[src/rtl/leds_pkg.sv]
// Shared definitions for the LED pattern generator.
//   mode_e    : 3-bit MODE encodings (values 5..7 are unnamed and treated as OFF)
//   calc_div  : clock divider ratio from input clock and step rate
package leds_pkg;

  typedef enum logic [2:0] {
    MODE_OFF    = 3'd0,
    MODE_BLINK  = 3'd1,
    MODE_SHIFT  = 3'd2,
    MODE_BOUNCE = 3'd3,
    MODE_COUNT  = 3'd4
  } mode_e;

  function automatic int unsigned calc_div(input int unsigned clk_hz,
                                           input int unsigned step_hz);
    return clk_hz / step_hz;
  endfunction

endpackage

[src/rtl/led_prescaler.sv]
// Step-rate prescaler.
//   CLK  : system clock
//   RST  : asynchronous reset, active-high (count -> 0)
//   EN   : 1 = count advances, 0 = count holds
//   CLR  : synchronous clear, overrides EN
//   TICK : combinational, high while count == DIV-1 and EN=1
module led_prescaler #(
  parameter int unsigned DIV = 4
) (
  input  logic CLK,
  input  logic RST,
  input  logic EN,
  input  logic CLR,
  output logic TICK
);

  localparam int unsigned W = (DIV > 2) ? $clog2(DIV) : 1;
  localparam logic [W-1:0] LAST = W'(DIV - 1);

  logic [W-1:0] cnt_q;
  logic [W-1:0] cnt_d;

  always_comb begin
    cnt_d = cnt_q;
    if (CLR) begin
      cnt_d = '0;
    end else if (EN) begin
      cnt_d = (cnt_q == LAST) ? '0 : cnt_q + 1'b1;
    end
  end

  always_ff @(posedge CLK or posedge RST) begin
    if (RST) begin
      cnt_q <= '0;
    end else begin
      cnt_q <= cnt_d;
    end
  end

  assign TICK = EN && (cnt_q == LAST);

endmodule

[src/rtl/leds_pattern_gen.sv]
// Parametrised LED pattern driver with PWM dimming.
//   CLK       : system clock
//   RST       : asynchronous reset, active-high
//   EN        : 1 = pattern advances, 0 = prescaler and pattern frozen
//   MODE      : 0 OFF, 1 BLINK, 2 SHIFT, 3 BOUNCE, 4 COUNT, 5..7 OFF
//   BRIGHT    : PWM duty level, 0 = dark, all-ones = fully on
//   LEDS      : registered LED drive, bit 0 = LED0
//   STEP_TICK : one-cycle pulse on every pattern step
module leds_pattern_gen
  import leds_pkg::*;
#(
  parameter int unsigned N_LEDS   = 8,
  parameter int unsigned CLK_HZ   = 12_000_000,
  parameter int unsigned STEP_HZ  = 4,
  parameter int unsigned PWM_BITS = 4
) (
  input  logic                CLK,
  input  logic                RST,
  input  logic                EN,
  input  logic [2:0]          MODE,
  input  logic [PWM_BITS-1:0] BRIGHT,
  output logic [N_LEDS-1:0]   LEDS,
  output logic                STEP_TICK
);

  localparam int unsigned DIV = calc_div(CLK_HZ, STEP_HZ);

  logic [2:0]          mode_q, mode_d;
  logic [N_LEDS-1:0]   pattern_q, pattern_d;
  logic                dir_up_q, dir_up_d;
  logic [PWM_BITS-1:0] pwm_cnt_q, pwm_cnt_d;
  logic [N_LEDS-1:0]   leds_q, leds_d;
  logic                step_tick_q, step_tick_d;

  logic mode_chg;
  logic tick;
  logic step;
  logic pwm_on;

  function automatic logic [N_LEDS-1:0] init_pattern(input logic [2:0] m);
    logic [N_LEDS-1:0] p;
    p = '0;
    if (m == MODE_SHIFT || m == MODE_BOUNCE) begin
      p[0] = 1'b1;
    end
    return p;
  endfunction

  assign mode_chg = (MODE != mode_q);

  // A mode change clears the prescaler in the same cycle, so a coincident
  // tick never reaches the pattern or STEP_TICK.
  led_prescaler #(
    .DIV (DIV)
  ) u_prescaler (
    .CLK  (CLK),
    .RST  (RST),
    .EN   (EN),
    .CLR  (mode_chg),
    .TICK (tick)
  );

  assign step = tick && !mode_chg;

  always_comb begin
    mode_d      = mode_q;
    pattern_d   = pattern_q;
    dir_up_d    = dir_up_q;
    step_tick_d = step;
    if (mode_chg) begin
      mode_d    = MODE;
      pattern_d = init_pattern(MODE);
      dir_up_d  = 1'b1;
    end else if (step) begin
      case (mode_q)
        MODE_BLINK: begin
          pattern_d = '0;
          pattern_d[N_LEDS-1] = ~pattern_q[N_LEDS-1];
        end
        MODE_SHIFT: begin
          pattern_d = {pattern_q[N_LEDS-2:0], pattern_q[N_LEDS-1]};
        end
        MODE_BOUNCE: begin
          // Reverse when the lit bit sits at the end it is heading toward,
          // moving away in the same step so the end position is shown once.
          if (dir_up_q) begin
            if (pattern_q[N_LEDS-1]) begin
              dir_up_d  = 1'b0;
              pattern_d = pattern_q >> 1;
            end else begin
              pattern_d = pattern_q << 1;
            end
          end else begin
            if (pattern_q[0]) begin
              dir_up_d  = 1'b1;
              pattern_d = pattern_q << 1;
            end else begin
              pattern_d = pattern_q >> 1;
            end
          end
        end
        MODE_COUNT: begin
          pattern_d = pattern_q + 1'b1;
        end
        default: begin
          pattern_d = '0;
        end
      endcase
    end
  end

  assign pwm_cnt_d = pwm_cnt_q + 1'b1;
  assign pwm_on    = (pwm_cnt_q < BRIGHT) || (&BRIGHT);
  assign leds_d    = pattern_q & {N_LEDS{pwm_on}};

  always_ff @(posedge CLK or posedge RST) begin
    if (RST) begin
      mode_q      <= MODE_OFF;
      pattern_q   <= '0;
      dir_up_q    <= 1'b1;
      pwm_cnt_q   <= '0;
      leds_q      <= '0;
      step_tick_q <= 1'b0;
    end else begin
      mode_q      <= mode_d;
      pattern_q   <= pattern_d;
      dir_up_q    <= dir_up_d;
      pwm_cnt_q   <= pwm_cnt_d;
      leds_q      <= leds_d;
      step_tick_q <= step_tick_d;
    end
  end

  assign LEDS      = leds_q;
  assign STEP_TICK = step_tick_q;

endmodule
[config.mk]
export PLATFORM = sky130hd
export DESIGN_NAME = leds_pattern_gen
export DESIGN_NICKNAME = d
export VERILOG_FILES = /design/src/rtl/leds_pkg.sv /design/src/rtl/led_prescaler.sv /design/src/rtl/leds_pattern_gen.sv
export SDC_FILE = /design/constraint.sdc
export NUM_CORES = 1
export LEC_CHECK = 0
export BUFFER_PORTS_ARGS = -buffer_cell sky130_fd_sc_hd__buf_2
export CAP_MARGIN = 20
export CORE_MARGIN = 1.5
export CORE_UTILIZATION = 51
export CTS_CLUSTER_DIAMETER = 100
export CTS_CLUSTER_SIZE = 25
export DETAILED_ROUTE_END_ITERATION = 12
export PLACE_DENSITY = 0.8
export SLEW_MARGIN = 10
export SYNTH_ARGS = -nofsm -noshare
export SYNTH_HDL_FRONTEND = slang
export SYNTH_SLANG_ARGS = --single-unit
[constraint.sdc]
create_clock -name CLK -period 1.9 [get_ports CLK]
set_input_delay 0.19 -clock CLK [delete_from_list [all_inputs] [get_ports CLK]]
set_output_delay 0.19 -clock CLK [all_outputs]
set_load 0.02 [all_outputs]
==> summary.md, run 1 <==
| Metric | Value |
|---|---|
| Clock Latency Late Sink | 300 ps |
| Setup crit start kind | flip-flop |
| Pwr dens | 585.8 mW/mm^2 |
| Largest fanout on the critical path | 6 |
| Max_slew headroom | 58.22% |
| Main synth FF type | dfrtp_1 |
| Vias | 2121 |
| Register-to-Register Path Depth | 5 |
| Final Cell Area | a little over 0.003 sq mm |
| Worst Tran Pin Value | 625.8 ps |
| Number of library cell types mapped by synthesis | 59 |
| Hold Path Stages | 1 |
| Design Power | 1.795 mW |
| Drt wl/cell | 14.82 microns |
| First-pass GRT wire length | 9211 microns |
| Worst hold path class | input port to flip-flop |
| Endpoint type of the worst setup path | flip-flop |
| Syn_area_per_cell | 9.899 sq um |
| Post-placement cell count | 360 |
| Routed Antenna Nets | 0 |
| Most frequent cells in the layout | dfrtp_1, nor2_1, a21oi_1, buf_2, buf_4 |
| Yosys top cell by area | dfrtp_1 |
| Remaining DRCs | 0 |
| Fin crit share | 95.04% |
| Starting Density | a little over half |
| Post-synthesis register bit count | 47 |
| WL final | 5497 microns |
| Largest net degree at the start of global routing | 31 |
| Number of clock sinks | 47 |
| Seq/Total Area, Yosys | 43.89% |
| Port Buf Inserts | 18 |
| Final design utilization | 60.38% |
| Syn Nets | 288 |
| Area grow syn2layout | 14.23% |
| Max stage delay on crit path | 450 ps |
| DP Area | 0.002924 sq mm |
| Ant. Diodes | 0 |
| Core area | 0.005075 sq mm |
| Number of global-route vias before repair | 1942 |
| Root buf cell | clkbuf_8 |
| Clock Tree Buf Depth | 2 |
| Die Height | 75.53 microns |
| Avg Vias per Cell | 5.717 |
| Num ports | 19 |
| Synth area leaders | dfrtp_1, xnor2_1, a21oi_1, ha_1, nor2_1 |
| 1st-iter DRT viols | 172 |
| Post-synth top area share | 42.91% |
| Mapped Cells | 271 |
| Die ar. | 0.005704 sq mm |
| Min Clock Period, post-route | 1806 ps |
| Commonest non-fill, non-tap cell in the layout | dfrtp_1 |
| Worst hold margin | 71.90 ps |
| Finished Layout Cells | about 370 |
| DIE WIDTH | 75.53 microns |
| CTS tree | built |
| YS warnings | 0 |
| Gr usage total | 21.45% |
| Core Rows | 26 |
| VDD IR max | 302.9 uV |
| Slowest-stage cell, CP | dfrtp_2 |
| Number of synthesized flops with an enable pin | 0 |
| Clock Skews | 2.485 ps |
| Clk slew on worst S/H paths | 80 ps |
| Final Hold Viols | 0 |
| Worst-path cell chain | or3b_4, nor4b_4, nor2_1, o41ai_2, o2bb2ai_1 |
| Setup violations, final | 0 |
| WP data arrival | 2040 ps |
| Sum Neg Setup Slack | 0 ps |
| Proportion of layout cells with a drive suffix above 1 | 20.27% |
| Post-synth ARST share | 100.0% |
| Max Clock Freq | 0.5538 GHz |
| Pre-CTS WS | 76.06 ps |
| Worst Path Required | 2130 ps |
| Synthesized area | 0.002683 sq mm |
| NumNets Final | 318 |
| Initial antenna violation count | 0 |
| CTS Buf Count | 5 |
| Gr ovfl total | 0 |
| Min setup slack post-route | 94.30 ps |
| Static leakage | 1.317 nW |
| Max-Cap Viols | 0 |
| H-tree depth | 2 |
| First drt pass iteration count | 4 |
| Run status | finished, final reports clean |
| Worst Setup Path Type | flip-flop to flip-flop |
| Slew Limit Fails | 0 |
| RePlAce Congestion | 0.9046 |
| Post-DP HPWL | about 3900 microns |
-- repair_timing --
action / 4_1_cts / 5_1_grt
buffers inserted: 0 / 3
endpoints found under the hold margin: 28 / 0
gates resized for setup: 0 / 7
hold buffers: 1 / 0
setup endpoints to repair: 0 / 7
-- registers in the layout, indices dropped and copies added, names as in the netlist --
signal,cells
mode_q,3
LEDS,8
pattern_q,8
dir_up_q,1
pwm_cnt_q,4
u_prescaler.cnt_q,22
STEP_TICK,1
-- kinds of logic (layout without fill, tap and decap cells) --
| group | after synthesis | after routing | synth area share, % |
|---|---|---|---|
| AND/OR/NAND/NOR | 106 | 106 | 23.18 |
| AO/OA/AOI/OAI | 56 | 56 | 15.77 |
| flip-flops | 47 | 47 | 43.89 |
| buffers and inverters | 27 | 57 | 4.244 |
| XOR/XNOR | 23 | 23 | 7.790 |
| adder cells (fa/ha/maj) | 7 | 7 | 3.265 |
| multiplexers | 5 | 5 | 1.866 |
-- power by group --
group / switching, mW / internal [mW] / leakage (nW)
registers: 0.0158 / 1.01 / 0.638
clock network: 0.324 / 0.286 / 0.0470
logic: 0.0988 / 0.0619 / 0.633
-- final cells by class --
type	count	area [sq um]
tap	70	87.58
fill	434	2011
clock buffer	6	82.58
inverter	12	45.04
sequential	47	1180
multi-input combinational	197	1409
clock inverter	1	5.005
timing repair buffer	38	255.2
-- synthesized netlist by cell type, drive strengths merged, types with 4 or more instances --
master  count
o21ai       7
ha          7
nand2b      7
nand4       8
nand2      10
nor4b       4
nand3      15
xnor2      15
inv        12
buf         8
a22oi       4
a21o        4
a21oi      18
nor2       23
dfrtp      46
clkbuf      7
mux2i       5
o22ai       4
or3         4
and3        6
xor2        8
nor3        7
nor3b       4
-- per-layer routing --
| layer | global-route usage [%] | vias to the layer above | part of all wire [%] |
|---|---|---|---|
| met5 | 0 | - | 0 |
| met1 | 29.47 | 1018 | 46 |
| met2 | 33.92 | 59 | 47 |
| li1 | - | 1036 | - |
| met3 | 4.762 | 8 | 5.0 |
| met4 | 6.944 | 0 | 1.3 |
-- worst max-delay path, delay by kind of cell (launching register included) --
| kind | cells | cell delay, ps |
|---|---|---|
| and+or+nand+nor | 3 | 910 |
| DFF | 1 | 450 |
| AOI/OAI and AO/OA | 2 | 370 |
-- worst paths after layout --
path,slack [ps],startpoint,to
setup / recovery,90,mode_q[0],pattern_q[2]
setup reg to reg,90,mode_q[0],pattern_q[2]
hold reg to reg,480,pwm_cnt_q[0],pwm_cnt_q[0]
hold / removal,70,MODE[0],mode_q[0]
max in group asynchronous,760,RST,dir_up_q
min in group asynchronous,510,RST,u_prescaler.cnt_q[17]
No activity file was read; power rests on OpenSTA's default activity.
==> inputs of run 2 (changes only) <==
--- a/config.mk
+++ b/config.mk
@@ -8,11 +8,11 @@
 export BUFFER_PORTS_ARGS = -buffer_cell sky130_fd_sc_hd__buf_2
 export CAP_MARGIN = 20
 export CORE_MARGIN = 1.5
-export CORE_UTILIZATION = 51
+export CORE_UTILIZATION = 50
 export CTS_CLUSTER_DIAMETER = 100
 export CTS_CLUSTER_SIZE = 25
 export DETAILED_ROUTE_END_ITERATION = 12
-export PLACE_DENSITY = 0.8
+export PLACE_DENSITY = 0.79
 export SLEW_MARGIN = 10
 export SYNTH_ARGS = -nofsm -noshare
 export SYNTH_HDL_FRONTEND = slang
==> run 2 against run 1 <==
Against the previous run: sequential cell count unchanged; hold slack worse by 2.4 ps; die area up 1.9%; combinational power about the same; routed wire length down 1.2%; clock power about the same; clock skew up 3.5 ps; non-clock buffer count down 2; critical path depth unchanged; sequential share of layout area up 0.063 points; count of clock-buffer cells in the layout down 1.
==> summary.md, run 2 (same netlist as run 1, synthesis figures left out) <==
| Metric | Value |
|---|---|
| Switching Fraction | 26.07% (+1.6 points) |
| Number of global-route vias before repair | 2048 (+5.5%) |
| Biggest register | u_prescaler.cnt_q |
| Avg Vias per Cell | 5.708 (-0.16%) |
| Clock Latency Late Sink | 310 ps (about the same) |
| R2R Path End | pattern_q[0] |
| Ant. Diodes | 0 (unchanged) |
| Clock Tree Buf Depth | 2 (unchanged) |
| Clk slew on worst S/H paths | 90 ps (about the same) |
| NumNets Final | 316 (-0.63%) |
| Slew Limit Fails | 0 (unchanged) |
| Worst Tran Pin Value | 529.1 ps (-96.66 ps) |
| First drt pass iteration count | 4 (unchanged) |
| Num ports | 19 (unchanged) |
| Cell-internal power | 1.325 mW (-2.3%) |
| Max Clock Freq | 0.5458 GHz (-1.4%) |
| Worst Path Required | 2130 ps (about the same) |
| Sequential share of power | 57.3% (+0.2 points) |
| Post-DP HPWL | 3895 microns (-0.28%) |
| Most frequent cells in the layout | dfrtp_1, nor2_1, a21oi_1, buf_2, buf_4 |
| Register-to-Register Path Depth | 5 (unchanged) |
| Max-Cap Viols | 0 (unchanged) |
| Initial antenna violation count | 0 (unchanged) |
| CTS Buf Count | 5 (unchanged) |
| Number of clock sinks | 47 (unchanged) |
| Die ar. | 0.005813 sq mm (+1.9%) |
| Fin crit share | 96.43% (+1.4 points) |
| Min Clock Period, post-route | 1832 ps (+26.52 ps) |
| 1st-iter DRT viols | 156 (-9.3%) |
| Core area | 0.005140 sq mm (+1.3%) |
| DIE WIDTH | 76.25 microns (+0.95%) |
| Fill count | 454 (+4.6%) |
| Final Hold Viols | 0 (unchanged) |
| RePlAce Congestion | 0.8871 (-1.9%) |
| Sum Neg Setup Slack | 0 ps (unchanged) |
| Gr usage total | 20.24% (-1.2 points) |
| Remaining DRCs | 0 (unchanged) |
| Clock Skews | 6.028 ps (+3.544 ps) |
| Vias | 2112 (-0.42%) |
| Root buf cell | clkbuf_8 |
| Critical Path End | pattern_q[0] |
| VDD IR max | 338.4 uV (+12%) |
| Setup violations, final | 0 (unchanged) |
| WL final | 5430 microns (-1.2%) |
| Worst Setup Path Type | flip-flop to flip-flop |
| Proportion of layout cells with a drive suffix above 1 | 19.67% (-0.60 points) |
| Hold Path Stages | 1 (unchanged) |
| Starting Density | 52.19% (-0.67 points) |
| Gr ovfl total | 0 (unchanged) |
| CTS tree | built |
| FF+latch area | 0.001180 sq mm (unchanged) |
| Max reg flops | 22 (unchanged) |
| Net Sw Power | 0.4672 mW (+6.6%) |
| Commonest non-fill, non-tap cell in the layout | dfrtp_1 |
| WP data arrival | 2070 ps (+30 ps) |
| Worst Setup SP | mode_q[2] |
| Largest fanout on the critical path | 10 (+4) |
| Endpoint type of the worst setup path | flip-flop |
| Worst hold path class | input port to flip-flop |
| Die Height | 76.25 microns (+0.95%) |
| Multi-input logic area | 0.001418 sq mm (+0.62%) |
| Core Rows | 26 (unchanged) |
| H-tree depth | 2 (unchanged) |
| Pwr dens | 585.8 mW/mm^2 (about the same) |
| Setup crit start kind | flip-flop |
| Logic gate share of total power | 8.8% (-0.2 points) |
| First-pass GRT wire length | 9515 microns (+3.3%) |
| Worst R2R Start | mode_q[2] |
| Area grow syn2layout | 14.04% |
| Drt wl/cell | 14.68 microns (-0.95%) |
| Static leakage | 1.306 nW (-0.89%) |
| Largest net degree at the start of global routing | 27 (-13%) |
| R2R setup slack | 70 ps (-30 ps) |
| Max_slew headroom | 64.67% (+6.5 points) |
| Port Buf Inserts | 18 (unchanged) |
| Routed Antenna Nets | 0 (unchanged) |
| Design Power | 1.792 mW (-0.16%) |
| Run status | finished, final reports clean |
| Clock network power share | 33.9% (about the same) |
-- run 2: cell count changes in the layout (fill, tap and decap cells not counted), sizes merged --
cell / change
buf: -2
clkbuf: -1
clkinvlp: +2
-- run 2: timing repair --
action	4_1_cts	5_1_grt
gates resized for setup	0	7
hold buffers	1	0
setup buffers	0	0
endpoints found under the hold margin	24	0
endpoints found under the setup margin	0	7
-- run 2: worst max-delay path, stage by stage, from the launching register on --
cell	delay, ps
dfrtp_2	480
or4bb_1	550
o32ai_4	190
o211ai_4	180
nand2b_1	200
a22oi_2	150
-- run 2: final cells by class --
| cell class | count | share of cell area [%] |
|---|---|---|
| clock inverter | 3 | 0.6544 |
| tap | 70 | 2.863 |
| timing repair buffer | 36 | 7.853 |
| inverter | 12 | 1.472 |
| clock buffer | 5 | 2.249 |
| sequential | 47 | 38.57 |
| multi-input combinational | 197 | 46.34 |
-- run 2: power by group through the flow --
stage	clock, mW	combinational [mW]	sequential [mW]
2_1_floorplan	0	0.109	1.04
3_3_place_gp	0	0.152	1.04
3_5_place_dp	0	0.156	1.04
4_1_cts	0.621	0.158	1.02
5_1_grt	0.679	0.178	1.03
6_report	0.608	0.158	1.03
-- run 2: how the worst min path moves through the flow --
stage                                        to    start  slack (ps)
after CTS                             mode_q[0]  MODE[0]          60
after global routing                  mode_q[0]  MODE[0]          60
after global placement    u_prescaler.cnt_q[13]      RST         260
final                                 mode_q[0]  MODE[0]          70
after detailed placement  u_prescaler.cnt_q[16]      RST         270
after floorplan                       mode_q[0]  MODE[0]         290
-- run 2: routing by layer --
layer  vias up  wire [microns]  part of all wire [%]  GRT usage (%)
met2        62            2540                    47          32.32
met1      1002            2549                    47          27.13
met5         -               0                     0              0
met4         0              72                   1.3          8.148
li1       1042               -                     -              -
met3         6             268                   4.9          3.832
-- run 2: metrics by stage --
step                      cells  hold WS [ps]  area, sq um  setup WS (ps)  utilization (%)
final                       370         69.53         3059          67.78            59.52
after global routing        370         64.45         3059         -2.266            59.52
after CTS                   370         63.21         3030          46.40            58.96
after detailed placement    361         269.4         2932          80.62            57.04
after global placement      361         256.5         2932          110.8            57.04
after floorplan             271         287.6         2683          116.7                -
